===== src/rtl/gcd_pkg.sv =====
// ---------------------------------------------------------------------------
// gcd_pkg
// Shared definitions for the GCD engine.
//   gcd_state_t     : controller state encoding (IDLE, RUN, DONE)
//   gcd_max_latency : worst-case cycles from start edge to done for the
//                     binary (Stein) datapath at a given operand width
// Configuration macro: GCD_BINARY_EN (consumed by gcd_step / gcd_engine).
// ---------------------------------------------------------------------------
package gcd_pkg;

    typedef enum logic [1:0] {
        GCD_IDLE = 2'd0,
        GCD_RUN  = 2'd1,
        GCD_DONE = 2'd2
    } gcd_state_t;

    // Each binary step removes at least one bit from a or b, plus the
    // final finish-detect cycle.
    function automatic int gcd_max_latency(input int width);
        return 2 * width + 1;
    endfunction

endpackage : gcd_pkg


===== src/rtl/gcd_step.sv =====
// ---------------------------------------------------------------------------
// gcd_step
// Combinational single iteration of the GCD loop plus finish detection.
// Configuration macro: GCD_BINARY_EN
//   defined   : binary (Stein) step, carries the shared power-of-two count k
//   undefined : subtractive Euclid step, no k path
// Ports:
//   a, b    in  WIDTH  current operand registers
//   k       in  CNT_W  shared power-of-two count (binary mode only)
//   k_nxt   out CNT_W  next k (binary mode only)
//   a_nxt   out WIDTH  next a
//   b_nxt   out WIDTH  next b
//   fin     out 1      a==0, b==0 or a==b: result is ready
//   zero    out 1      both operands are zero
//   res     out WIDTH  result to latch when fin is high
// ---------------------------------------------------------------------------
module gcd_step #(
    parameter int WIDTH = 32
`ifdef GCD_BINARY_EN
   ,parameter int CNT_W = $clog2(WIDTH) + 1
`endif
) (
    input  logic [WIDTH-1:0] a,
    input  logic [WIDTH-1:0] b,
`ifdef GCD_BINARY_EN
    input  logic [CNT_W-1:0] k,
    output logic [CNT_W-1:0] k_nxt,
`endif
    output logic [WIDTH-1:0] a_nxt,
    output logic [WIDTH-1:0] b_nxt,
    output logic             fin,
    output logic             zero,
    output logic [WIDTH-1:0] res
);

    logic             a_zero;
    logic             b_zero;
    logic             a_gt_b;
    logic [WIDTH-1:0] diff_ab;
    logic [WIDTH-1:0] diff_ba;
    logic [WIDTH-1:0] base;

    assign a_zero  = (a == '0);
    assign b_zero  = (b == '0);
    assign a_gt_b  = (a > b);
    // Only the difference with the larger minuend is ever selected, so
    // neither selected result wraps.
    assign diff_ab = a - b;
    assign diff_ba = b - a;

    assign fin  = a_zero | b_zero | (a == b);
    assign zero = a_zero & b_zero;
    assign base = a_zero ? b : a;

`ifdef GCD_BINARY_EN
    assign res = base << k;
`else
    assign res = base;
`endif

    always_comb begin
        // NOTE: every output gets a default before the branches so no path
        // leaves it unassigned, which would otherwise infer a latch.
        a_nxt = a;
        b_nxt = b;
`ifdef GCD_BINARY_EN
        k_nxt = k;
        if (!a[0] && !b[0]) begin
            a_nxt = a >> 1;
            b_nxt = b >> 1;
            k_nxt = k + CNT_W'(1);
        end else if (!a[0]) begin
            a_nxt = a >> 1;
        end else if (!b[0]) begin
            b_nxt = b >> 1;
        end else if (a_gt_b) begin
            // odd - odd is even, so the shift drops no information
            a_nxt = diff_ab >> 1;
        end else begin
            b_nxt = diff_ba >> 1;
        end
`else
        if (a_gt_b) begin
            a_nxt = diff_ab;
        end else begin
            b_nxt = diff_ba;
        end
`endif
    end

endmodule : gcd_step


===== src/rtl/gcd_engine.sv =====
// ---------------------------------------------------------------------------
// gcd_engine
// Iterative GCD of two unsigned WIDTH-bit operands with a level go / sticky
// done handshake. Synchronous active-high reset.
// Configuration macro: GCD_BINARY_EN selects the binary (Stein) datapath;
// the default build uses the subtractive Euclid datapath.
// Ports:
//   clk   in  1      clock, rising edge
//   rst   in  1      synchronous active-high reset
//   go    in  1      start request, sampled in IDLE and DONE
//   in1   in  WIDTH  operand A, captured on the start edge
//   in2   in  WIDTH  operand B, captured on the start edge
//   out   out WIDTH  GCD result, held until the next result
//   done  out 1      result valid (DONE state)
//   busy  out 1      computing (RUN state)
//   err   out 1      both operands were zero; valid with done
// ---------------------------------------------------------------------------
module gcd_engine
    import gcd_pkg::*;
#(
    parameter int WIDTH = 32,
    parameter int CNT_W = $clog2(WIDTH) + 1
) (
    input  logic             clk,
    input  logic             rst,
    input  logic             go,
    input  logic [WIDTH-1:0] in1,
    input  logic [WIDTH-1:0] in2,
    output logic [WIDTH-1:0] out,
    output logic             done,
    output logic             busy,
    output logic             err
);

    if (WIDTH < 2 || CNT_W < 1) begin : g_param_check
        $error("gcd_engine: WIDTH must be >= 2 and CNT_W >= 1");
    end

    gcd_state_t       state_q, state_d;
    logic [WIDTH-1:0] a_q, a_d, a_nxt;
    logic [WIDTH-1:0] b_q, b_d, b_nxt;
    logic [WIDTH-1:0] out_d, res;
    logic             err_d, fin, zero;
`ifdef GCD_BINARY_EN
    logic [CNT_W-1:0] k_q, k_d, k_nxt;
`endif

    gcd_step #(
        .WIDTH (WIDTH)
`ifdef GCD_BINARY_EN
       ,.CNT_W (CNT_W)
`endif
    ) u_step (
        .a     (a_q),
        .b     (b_q),
`ifdef GCD_BINARY_EN
        .k     (k_q),
        .k_nxt (k_nxt),
`endif
        .a_nxt (a_nxt),
        .b_nxt (b_nxt),
        .fin   (fin),
        .zero  (zero),
        .res   (res)
    );

    assign done = (state_q == GCD_DONE);
    assign busy = (state_q == GCD_RUN);

    always_comb begin
        state_d = state_q;
        a_d     = a_q;
        b_d     = b_q;
        out_d   = out;
        err_d   = err;
`ifdef GCD_BINARY_EN
        k_d     = k_q;
`endif
        case (state_q)
            GCD_IDLE, GCD_DONE: begin
                if (go) begin
                    state_d = GCD_RUN;
                    a_d     = in1;
                    b_d     = in2;
                    err_d   = 1'b0;
`ifdef GCD_BINARY_EN
                    k_d     = '0;
`endif
                end
            end
            GCD_RUN: begin
                // Finish check has priority: stepping with a zero operand
                // would never terminate.
                if (fin) begin
                    state_d = GCD_DONE;
                    out_d   = res;
                    err_d   = zero;
                end else begin
                    a_d = a_nxt;
                    b_d = b_nxt;
`ifdef GCD_BINARY_EN
                    k_d = k_nxt;
`endif
                end
            end
            default: state_d = GCD_IDLE;
        endcase
    end

    // NOTE: sequential state uses non-blocking assignments so every register
    // samples the pre-edge values, independent of statement order.
    always_ff @(posedge clk) begin
        if (rst) begin
            state_q <= GCD_IDLE;
            a_q     <= '0;
            b_q     <= '0;
            out     <= '0;
            err     <= 1'b0;
`ifdef GCD_BINARY_EN
            k_q     <= '0;
`endif
        end else begin
            state_q <= state_d;
            a_q     <= a_d;
            b_q     <= b_d;
            out     <= out_d;
            err     <= err_d;
`ifdef GCD_BINARY_EN
            k_q     <= k_d;
`endif
        end
    end

endmodule : gcd_engine


===== config.mk =====
export PLATFORM = sky130hd
export DESIGN_NAME = gcd_engine
export DESIGN_NICKNAME = d
export VERILOG_FILES = /design/src/rtl/gcd_pkg.sv /design/src/rtl/gcd_step.sv /design/src/rtl/gcd_engine.sv
export SDC_FILE = /design/constraint.sdc
export NUM_CORES = 1
export LEC_CHECK = 0
export CORE_MARGIN = 2
export CORE_UTILIZATION = 55
export CTS_CLUSTER_DIAMETER = 80
export DETAILED_ROUTE_END_ITERATION = 10
export HOLD_SLACK_MARGIN = 0.08
export PLACE_DENSITY_LB_ADDON = 0.3
export SYNTH_ARGS = -nofsm -noshare
export SYNTH_HDL_FRONTEND = slang
export SYNTH_HIERARCHICAL = 1
export SYNTH_SLANG_ARGS = --single-unit

===== constraint.sdc =====
create_clock -name clk -period 7.5 [get_ports clk]
set_input_delay 0.75 -clock clk [delete_from_list [all_inputs] [get_ports clk]]
set_output_delay 0.75 -clock clk [all_outputs]
set_load 0.01 [all_outputs]

Word level (Yosys, flattened, before mapping) --
Index checks and enable logic that the tools add are counted. W data, S select, Z words.
Storage, ports and cells: register bits 99, latch bits 0, bits in writable memories 0, bits in read-only memories 0, output and inout bits 35, word-level logic and storage cells 44, memories 0
Operators by class: add/subtract/negate cells 2, multiply operators 0, div/mod/pow operators 0, magnitude comparators 1, equality and inequality tests 8, shift operators 0, mux-type cells 15, bitwise logic cells 3, reductions and logical operators 10
Operator list (number):
- $mux W32 | 7
- $pmux W32 S2 | 2
- $logic_not A32 Y1 | 2
- $sub A32 B32 Y32 | 2
- $eq A32 B32 Y1 | 1
- $gt A32 B32 Y1 | 1
- $reduce_and A4 Y1 | 2
- $ne A2 B2 Y1 const B | 3
- $mux W2 | 2
- $ne A2 B1 Y1 const B | 2
- $pmux W2 S2 | 1
- $reduce_and A2 Y1 | 2
- $reduce_and A3 Y1 | 1
- $eq A2 B1 Y1 const B | 1
- $eq A2 B2 Y1 const B | 1
- $logic_not A2 Y1 | 1
- $mux W1 | 2
- $or A1 B1 Y1 | 2
- $pmux W1 S2 | 1
- $reduce_bool A2 Y1 | 1
- $reduce_or A2 Y1 | 1
- $and A1 B1 Y1 | 1

Logic depth before layout (Yosys ltp) --
Gate-level depths: netlist (run 1).
depth after elaboration 5, mapped depth 16, mapped depth without buffers 14

Cells and area by module --
The synthesis (run 1) kept the hierarchy.
Modules (own cells, without submodules):
- gcd_step | times used 1, cells each 739, area each 4506.8 µm²
- gcd_engine | times used 1, cells each 518, area each 4489.3 µm²

Least setup slack after synthesis (run 1) --
OpenSTA, ideal clock, no wires.
kind register -> register, start point register a_q[0], end point register b_q[3], setup time 0.088 ns, arrival time 2.973 ns, required time 7.412 ns, slack 4.439 ns, stages on the path, launching flop included 16, path buffers 1, period minus slack after synthesis 3.061 ns, cells stage by stage dfxtp_1 inv_1 ha_1 fa_1 nand2b_1 a21o_1 o2bb2ai_1 o211a_1 nor2_1 a221oi_2 a31oi_2 clkbuf_1 nand2_1 o31ai_1 nand2_1 a311oi_2
Between the ends: elaborated cells between the ends (all ways) 12
RTL lines:
- start: declaration | RTL line gcd_engine.sv:40 | logic [WIDTH-1:0] a_q, a_d, a_nxt;
- start signal: assignment | RTL line gcd_engine.sv:115 | a_q <= '0;
- start signal: assignment | RTL line gcd_engine.sv:124 | a_q <= a_d;
- $sub A32 B32 Y32 | RTL line gcd_step.sv:49 | assign diff_ba = b - a;
- $mux W32 | RTL line gcd_step.sv:83 | if (a_gt_b) begin
- net b_nxt[3] | RTL line gcd_engine.sv:41 | logic [WIDTH-1:0] b_q, b_d, b_nxt;
- $mux W32 | RTL line gcd_engine.sv:94 | if (fin) begin
- $pmux W32 S2 | RTL line gcd_engine.sv:79 | case (state_q)
- end signal: assignment | RTL line gcd_engine.sv:116 | b_q <= '0;
- end signal: assignment | RTL line gcd_engine.sv:125 | b_q <= b_d;
- end: declaration | RTL line gcd_engine.sv:41
The timed path passes the listed nets, and every way through them passes these cells. The select of a mux whose other input is x is not followed. A chain may end at the register's enable or synchronous reset.

Worst setup path after layout (run 1) --
start point register a_q[1], end point register a_q[9]
Between the ends: elaborated cells between the ends (all ways) 12
RTL lines:
- $sub A32 B32 Y32 | RTL line gcd_step.sv:48 | assign diff_ab = a - b;
- $mux W32 | RTL line gcd_step.sv:83
- net a_nxt[9] | RTL line gcd_engine.sv:40
- $mux W32 | RTL line gcd_engine.sv:94
- $pmux W32 S2 | RTL line gcd_engine.sv:79
The timed path passes the listed nets, and every way through them passes these cells. The select of a mux whose other input is x is not followed.

==> metrics.md, run 1 <==
| Metric | Value |
|---|---|
| Status | `finished, final reports clean` |
| Vias in the first global route | `8763` |
| Switch Pwr | `1.20 mW` |
| Clock Power Share | `0.194` |
| Clk Latency, worst-skew pair | `0.37 ns` |
| Flops & latches, synth | `99` |
| Sequential share of power | `0.246` |
| Final ANT Viol Nets | `0` |
| Slew Viols, Final | `0` |
| Initial DRC Count | `862` |
| Area grow syn2layout | `13.3%` |
| Slowest stage delay, CP | `0.75 ns` |
| Share of cells above drive strength 1 | `0.0849` |
| Final period util | `0.584` |
| R2r worst-path depth | `14` |
| Crit path time final | `4.38 ns` |
| Initial Util | `0.564` |
| Worst-path clk slew | `0.07 ns` |
| Ant. Diodes | `0` |
| Number of warnings issued by yosys | `6` |
| Via Count | `9029` |
| Cts bufs inserted | `9` |
| Final Power | `2.61 mW` |
| FF/Latch Area | `1980 µm²` |
| Die X | `132 µm` |
| Post-synthesis instance total | `1257` |
| Rows | `46` |
| Clk root buf | `clkbuf_16` |
| Die Y | `132 µm` |
| First-pass GRT wire length | `45200 µm` |
| CP Capture Type | `flop` |
| Int Pwr | `1.41 mW` |
| Gp weighted congestion | `0.948` |
| Critical Path Fanout Max | `38` |
| Actual slew at the worst max-slew pin | `1.17 ns` |
| PortBufs | `101` |
| Critical-path cell list | `inv_1 -> fa_1 -> nand2b_1 -> a21o_1 -> o2bb2ai_1 -> o211a_1 -> nor2_1 -> a221oi_2 -> a31oi_4 -> buf_4 -> nand3b_1 -> o21ai_0 -> nand2_1 -> a311oi_2` |
| Dpl hpwl | `20000 µm` |
| DR vias/cell | `6.02` |
| WHS Path Cells | `2` |
| GRT Total Usage | `0.316` |
| Drt wl/cell | `18.4 µm` |
| Worst hold slack | `0.454 ns` |
| CTS tree | `yes` |
| Residual DRC count | `0` |
| Crit start category | `flop` |
| TNS Setup | `0 ns` |
| Post_cts resized | `0` |
| Average cell area after synthesis | `7.16 µm²` |
| Largest net degree at the start of global routing | `67` |
| Endpoints failing hold | `0` |
| Core area | `15900 µm²` |
| Total Wirelength | `27600 µm` |
| Fmax achieved | `228 MHz` |
| Synth unique cells | `65` |
| Maxcap violations | `0` |
| WS Path Type | `flop to flop` |
| Clock sinks | `99` |
| Arrival @ worst endpoint | `4.66 ns` |
| Slowest cell on the critical path | `a31oi_4` |
| RSZ-0062 raised after global routing | `false` |
| Logic pwr share | `0.560` |
| Main synth FF type | `dfxtp_1` |
| PD cells | `256 nW/µm²` |
| Post-Syn Area | `9000 µm²` |
| Peak supply drop | `0.152 mV` |
| Post-synth EDFFs | `0` |
| Ports | `102` |
| Slew margin rel. | `0.221` |
| Nets@finish | `1411` |
| Initial antenna violation count | `0` |
| CTS max path bufs | `2` |
| Clock Skews | `0.0101 ns` |
| Synth Net Count | `1389` |
| Area of the multi-input gates | `6290 µm²` |
| Post-synthesis sequential area ratio | `0.220` |
| Fill cells | `1498` |
| Endpoint required time on the critical path | `7.78 ns` |
| P_leak | `4.03 nW` |
| Worst Hold Class | `flop to flop` |
| Post-CTS Hold Buffers | `0` |
| Grt total ovfl | `0` |
| Ys async rst share | `0` |
| Setup violations, final | `0` |
| First-pass DRT Iterations | `6` |
| Sw frac | `0.460` |
| Die ar. | `17400 µm²` |
| Number of H-tree levels | `3` |
| Setup Buffers After CTS | `0` |
## per-stage QoR
stage,cells,utilization,instance area (µm²),worst slack (ns)
after floorplan,1257,-,9000,4.44
after global placement,1484,0.619,9870,3.24
after detailed placement,1484,0.619,9870,3.17
after CTS,1500,0.640,10200,3.15
after global routing,1500,0.640,10200,2.74
final,1500,0.640,10200,3.12
## power by group through the flow
stage,registers (mW),logic [mW],clock network [mW]
floorplan,0.627,1.13,0
global placement,0.651,1.41,0
detailed placement,0.653,1.42,0
CTS,0.641,1.43,0.513
global route,0.650,1.60,0.532
finish,0.642,1.46,0.506
## worst paths after layout
path              slack [ns]      end     from
setup / recovery        3.12   a_q[9]   a_q[1]
setup reg to reg        3.12   a_q[9]   a_q[1]
hold / removal          0.45  out[25]  out[25]
hold reg to reg         0.45  out[25]  out[25]
## cells by family after synthesis
family,after synthesis,share of synthesized area
multiplexers,2,0.00292
buffers and inverters,170,0.0847
AND/OR/NAND/NOR,527,0.253
flip-flops,99,0.220
AO/OA/AOI/OAI,339,0.294
adder cells (fa/ha/maj),65,0.0921
XOR/XNOR,55,0.0535
## critical path: cells and delay by family (launching register included)
kind	cells	cell delay, ns
AO/OA/AOI/OAI	7	1.96
adder cells (fa/ha/maj)	1	0.45
AND/OR/NAND/NOR	4	0.67
flip-flops	1	0.55
buffers and inverters	2	0.65
## registers in the layout (all words and copies together) (netlist names)
name,cells
b_q,32
out,32
state_q,2
a_q,32
err,1
## cells in the final DEF (no fill, tap or decap), types with 3 or more instances in the layout
master	n
nand2_1	323
a21oi_1	120
clkdlybuf4s50_1	100
dfxtp_1	99
inv_1	72
nor3_1	70
ha_1	63
a311oi_2	59
o21ai_0	56
nor2_1	53
xnor2_1	33
a21o_1	29
xor2_1	22
nor4_1	19
o21bai_1	11
nand4_1	10
nand2b_1	9
clkbuf_16	9
nand3_1	9
buf_4	8
nor2b_1	7
o21a_1	7
a311oi_1	6
a31oi_1	5
nand3b_1	4
and2_1	4
o31ai_1	4
and3_1	4
or2_2	4
a31o_2	4
a21boi_0	4
o211ai_1	3
a221oi_1	3
a211oi_1	3
a31oi_4	3
## routing by layer
| layer | wire length [µm] | vias to the layer above | global-route usage |
|---|---|---|---|
| met4 | 1140 | 0 | 0.155 |
| met1 | 12100 | 4277 | 0.401 |
| met3 | 1290 | 60 | 0.0365 |
| met2 | 13100 | 296 | 0.531 |
| li1 | - | 4396 | - |
| met5 | 0 | - | 0 |
## synth_stat cells, drive strengths merged, types with 3 or more instances
library cell,count,area (µm²)
nand2,323,1210
a21oi,120,601
dfxtp,99,1980
inv,73,274
nor3,70,350
a311oi,65,938
ha,63,788
buf,58,339
o21ai,56,280
nor2,55,209
clkbuf,39,149
xnor2,33,289
a21o,29,218
xor2,22,193
nor4,19,119
o21bai,11,82.6
nand2b,10,62.6
nand4,10,62.6
a31oi,9,98.8
nand3,9,45.0
nor2b,8,50.1
o21a,7,52.6
a21boi,5,37.5
a221oi,5,56.3
a31o,5,43.8
or2,5,31.3
and2,4,25.0
and3,4,25.0
nand3b,4,30.0
o31ai,4,30.0
a211oi,3,22.5
o211ai,3,22.5
## cell type report
cell class / instances / share of cell area
Tap cell: 216 / 0.0265
Clock buffer: 9 / 0.0221
Multi-Input combinational cell: 988 / 0.617
Clock inverter: 7 / 0.00945
Timing Repair Buffer: 108 / 0.104
Sequential cell: 99 / 0.194
Inverter: 73 / 0.0269
Power figures use the tool's default switching activity.
==> run 2: changes to the inputs <==
- CORE_UTILIZATION: 55 -> 53
- clock period: 7.5 -> 3.7 ns (I/O delays scaled with it)
==> run 2 against run 1 <==
Compared with the run above: sequential share of layout area decreased by 0.83 points; flip-flop and latch count unchanged; highest routed layer unchanged; final area up 4.5%; critical path type unchanged; critical path depth fell by 1; combinational power rose by 120%; clock-buffer cell count stayed put; wire length up 4.4%; worst setup slack got worse by 3.0 ns; largest power group unchanged; fmax is 23% higher.
==> metrics.md, run 2 (synthesis gave the netlist of run 1 again) <==
| Metric | Value |
|---|---|
| Largest net degree at the start of global routing | `71` |
| Most common cell after layout, fill and taps aside | `nand2_1` |
| Endpoints failing hold | `0` |
| PortBufs | `101` |
| Die ar. | `18000 µm²` |
| Initial Util | `0.542` |
| Gp weighted congestion | `0.985` |
| Endpoint required time on the critical path | `3.98 ns` |
| Vias in the first global route | `8974` |
| Nets@finish | `1459` |
| Clock sinks | `99` |
| Clock Skews | `0.0123 ns` |
| Cts bufs inserted | `9` |
| Slew Viols, Final | `0` |
| Die X | `134 µm` |
| Initial antenna violation count | `0` |
| R2r setup slk | `0.15 ns` |
| WHS Path Cells | `2` |
| Total Wirelength | `28800 µm` |
| R2r worst-path depth | `13` |
| Fill cells | `1543` |
| Maxcap violations | `0` |
| Actual slew at the worst max-slew pin | `0.915 ns` |
| FF-to-FF End | `b_q[20]` |
| Crit path time final | `3.55 ns` |
| FF/Latch Area | `1980 µm²` |
| Ports | `102` |
| First-pass DRT Iterations | `5` |
| Biggest registers after layout | `a_q (32), b_q (32), out (32)` |
| Fin util | `0.642` |
| Endpoint, Worst Hold | `out[8]` |
| Crit start category | `flop` |
| Share of cells above drive strength 1 | `0.122` |
| Arrival @ worst endpoint | `3.83 ns` |
| PD cells | `519 nW/µm²` |
| CTS max path bufs | `2` |
| Die Y | `134 µm` |
| Setup violations, final | `0` |
| Slew margin rel. | `0.390` |
| Critical Path Fanout Max | `8` |
| CP Capture Type | `flop` |
| Residual DRC count | `0` |
| Grt total ovfl | `0` |
| Number of H-tree levels | `3` |
| Status | `finished, final reports clean` |
| Worst-path clk slew | `0.08 ns` |
| Clk root buf | `clkbuf_16` |
| RSZ-0062 raised after global routing | `false` |
| GRT Total Usage | `0.318` |
| Hold path start | `out[8]` |
| Final ANT Viol Nets | `0` |
| Fmax achieved | `282 MHz` |
| Area grow syn2layout | `18.4%` |
| Core area | `16600 µm²` |
| WS Path Type | `flop to flop` |
| Final Power | `5.53 mW` |
| Worst r2r src | `a_q[2]` |
| P_leak | `4.29 nW` |
| Ant. Diodes | `0` |
| Initial DRC Count | `806` |
| Final period util | `0.959` |
| Drt wl/cell | `18.5 µm` |
| First-pass GRT wire length | `46200 µm` |
| DR vias/cell | `6.03` |
| Worst Hold Class | `flop to flop` |
| Clk Latency, worst-skew pair | `0.37 ns` |
| Peak supply drop | `0.355 mV` |
| Rows | `47` |
| CTS tree | `yes` |
| TNS Setup | `0 ns` |
| Via Count | `9364` |
| Area of the multi-input gates | `6320 µm²` |
| Most frequent cells in the layout | `nand2_1, a21oi_1, clkdlybuf4s50_1` |
| Dpl hpwl | `21100 µm` |
## run 2: cell count changes in the layout (fill, tap and decap cells not counted), sizes merged
cell and delta:
inv +2, clkinvlp -1, bufinv -1, buf +48
## run 2: timing repair
| item | in CTS | in global routing |
|---|---|---|
| resized for setup | 1 | 5 |
| hold buffers | 0 | 0 |
| cloned | 0 | 0 |
| buffers inserted | 0 | 1 |
| setup endpoints to repair | 1 | 32 |
| hold endpoints to repair | 0 | 0 |
| pin swaps | 0 | 1 |
## run 2: metal layers
metal / track usage / vias to the layer above / part of all wire
li1: - / 4512 / -
met1: 0.403 / 4406 / 0.43
met2: 0.518 / 362 / 0.45
met3: 0.0514 / 84 / 0.061
met4: 0.171 / 0 / 0.055
met5: 0 / - / 0
## run 2: report_power, final
part | leakage, nW | internal, mW | switching, mW | total, mW
clock network | 0.150 | 0.485 | 0.521 | 1.01
logic | 3.32 | 1.33 | 1.91 | 3.24
registers | 0.814 | 1.16 | 0.126 | 1.28
## run 2: per-stage QoR
step | worst slack [ns] | instances | hold slack [ns] | instance area, µm²
CTS | 0.137 | 1551 | 0.457 | 10600
detailed placement | 0.0474 | 1535 | 0.449 | 10300
global placement | 0.115 | 1535 | 0.445 | 10300
floorplan | 0.639 | 1257 | 0.481 | 9000
global route | 0.00363 | 1552 | 0.469 | 10700
finish | 0.151 | 1552 | 0.456 | 10700
## run 2: how the worst max path moves through the flow
stage / from / to / slack [ns]
after floorplan: a_q[0] / b_q[3] / 0.64
after global placement: a_q[2] / b_q[24] / 0.11
after detailed placement: a_q[2] / b_q[28] / 0.05
after CTS: a_q[2] / b_q[28] / 0.14
after global routing: a_q[2] / b_q[24] / 0.004
final: a_q[2] / b_q[20] / 0.15
## run 2: cell type report
cell class,instances,share of cell area
well taps,220,0.0258
multi-input cells,988,0.593
clock inverters,7,0.00764
repair buffers,156,0.141
inverters,73,0.0257
clock buffers,9,0.0211
flip-flops and latches,99,0.186
## run 2: critical path, cell delays in order (launching register included)
cell	delay (ns)
dfxtp_1	0.47
inv_1	0.13
ha_1	0.41
nor2b_1	0.18
o31a_1	0.27
o41a_1	0.38
a41oi_2	0.34
a21oi_1	0.22
a21boi_2	0.30
o21bai_1	0.14
xnor2_1	0.16
a21oi_1	0.15
nand2_1	0.07
a311oi_2	0.24
==> run 3: changes to the inputs <==
- GPL_ROUTABILITY_DRIVEN: unset -> 0
==> run 3 against run 2 <==
Compared with the run above: via count shrank 1.1%; non-clock buffer count shrank 9; clock-buffer cell count is the same; power shrank 1.4%; clock skew shrank 0.0013 ns; clock power shrank 4%; final cell count shrank 0.58%; worst setup slack gained 0.0015 ns; flip-flop and latch count is the same; global-route usage shrank 1.4 points; sequential share of layout area grew 0.17 points; critical endpoint is now b_q[28]; largest cell class unchanged.
==> metrics.md, run 3 (synthesis gave the netlist of run 1 again) <==
| Metric | Value |
|---|---|
| R2r worst-path depth | `13` |
| CP Capture Type | `flop` |
| Crit start category | `flop` |
| Worst Hold Class | `flop to flop` |
| Clock Skews | `0.0110 ns` |
| Slowest cell on the critical path | `dfxtp_1` |
| CTS max path bufs | `2` |
| Cts bufs inserted | `9` |
| Actual slew at the worst max-slew pin | `1.04 ns` |
| Endpoint required time on the critical path | `3.98 ns` |
| Die X | `134 µm` |
| Peak supply drop | `0.379 mV` |
| Setup violations, final | `0` |
| Clk Latency, worst-skew pair | `0.37 ns` |
| Largest net degree at the start of global routing | `76` |
| Top Family by Delay on Critical Path | `compound AO/OA/AOI/OAI gates` |
| Initial DRC Count | `1008` |
| Slew Viols, Final | `0` |
| DP Area | `10200 µm²` |
| GRT Total Usage | `0.304` |
| Most common cell after layout, fill and taps aside | `nand2_1` |
| Residual DRC count | `0` |
| Slew margin rel. | `0.304` |
| Die Y | `134 µm` |
| PnR worst setup slack | `0.153 ns` |
| Biggest registers after layout | `a_q (32), b_q (32), out (32)` |
| Arrival @ worst endpoint | `3.83 ns` |
| WS Path Type | `flop to flop` |
| Area grow syn2layout | `17.3%` |
| First-pass GRT wire length | `44200 µm` |
| Status | `finished, final reports clean` |
| Ant. Diodes | `0` |
| Final ANT Viol Nets | `0` |
| CP bufs+invs | `1` |
| PD cells | `517 nW/µm²` |
| Core area | `16600 µm²` |
| Most used cell, CP | `a21oi_1` |
| Cell Count, Final, Fillers Out | `1543` |
| Nets@finish | `1450` |
| Via Count | `9261` |
| Final period util | `0.959` |
| Ports | `102` |
| Slowest stage delay, CP | `0.47 ns` |
| Finished Cell Area | `10600 µm²` |
| Final Power | `5.45 mW` |
| Total Wirelength | `27900 µm` |
| Number of H-tree levels | `3` |
| P_leak | `4.24 nW` |
| Most frequent cells in the layout | `nand2_1, a21oi_1, clkdlybuf4s50_1` |
| Inst Count DP | `1525` |
| Worst path depth | `13` |
| RSZ-0062 raised after global routing | `true` |
| Clock sinks | `99` |
| Clk root buf | `clkbuf_16` |
| First-pass DRT Iterations | `7` |
| Critical Path Fanout Max | `8` |
| Fmax achieved | `282 MHz` |
| CTS tree | `yes` |
| WHS Path Cells | `2` |
| Initial antenna violation count | `0` |
| Crit path time final | `3.55 ns` |
| Vias in the first global route | `8735` |
| Place WS | `0.0728 ns` |
| Fill cells | `1522` |
| Share of cells above drive strength 1 | `0.114` |
| Die ar. | `18000 µm²` |
| Critical-path cell list | `inv_1 -> ha_1 -> nor2b_1 -> o31a_1 -> o41a_1 -> a41oi_2 -> a21oi_1 -> a21boi_2 -> o21ai_0 -> xnor2_1 -> a21oi_1 -> nand2_1 -> a311oi_2` |
| PortBufs | `101` |
| Worst-path clk slew | `0.08 ns` |
| Maxcap violations | `0` |
| Dpl hpwl | `20100 µm` |
| Endpoints failing hold | `0` |
| Rows | `47` |
| Drt wl/cell | `18.1 µm` |
| Initial Util | `0.542` |
| Grt total ovfl | `0` |
| DR vias/cell | `6.00` |
run 3: per-stage QoR:
stage | hold slack, ns | util | setup TNS, ns
2_1_floorplan | 0.481 | - | 0
3_3_place_gp | 0.445 | 0.615 | 0
6_report | 0.456 | 0.636 | 0
3_5_place_dp | 0.449 | 0.615 | 0
5_1_grt | 0.479 | 0.636 | -0.00655
4_1_cts | 0.460 | 0.633 | 0
run 3: worst min-delay path, stage by stage, from the launching register on:
cell and delay (ns):
dfxtp_1 0.31, nand2_1 0.05, a21oi_1 0.05
run 3: path summary, 6_finish.rpt:
kind,slack [ns],startpoint,end
setup / recovery,0.15,a_q[2],b_q[28]
hold reg to reg,0.46,out[16],out[16]
hold / removal,0.46,out[16],out[16]
setup reg to reg,0.15,a_q[2],b_q[28]
run 3: timing repair:
action | CTS | global route
hold buffers | 0 | 0
gates resized for setup | 0 | 5
setup buffers | 0 | 1
endpoints found under the hold margin | 0 | 0
setup endpoints to repair | 0 | 26
run 3: power breakdown:
group | internal, mW | switching [mW]
Clock | 0.476 | 0.494
Combinational | 1.32 | 1.87
Sequential | 1.16 | 0.134
run 3: area by class of cell:
type / count / area (µm²) / area share
tap: 220 / 275 / 0.0261
timing repair buffer: 147 / 1430 / 0.135
clock inverter: 7 / 70.1 / 0.00664
inverter: 73 / 274 / 0.0260
clock buffer: 9 / 225 / 0.0213
multi-input combinational: 988 / 6300 / 0.597
sequential: 99 / 1980 / 0.188
run 3: routing by layer:
metal,share of wire,global-route usage,vias to the layer above,wire (µm)
li1,-,-,4488,-
met5,0,0,-,0
met4,0.048,0.167,0,1330
met1,0.42,0.390,4315,11800
met3,0.067,0.0438,66,1860
met2,0.46,0.493,392,12900
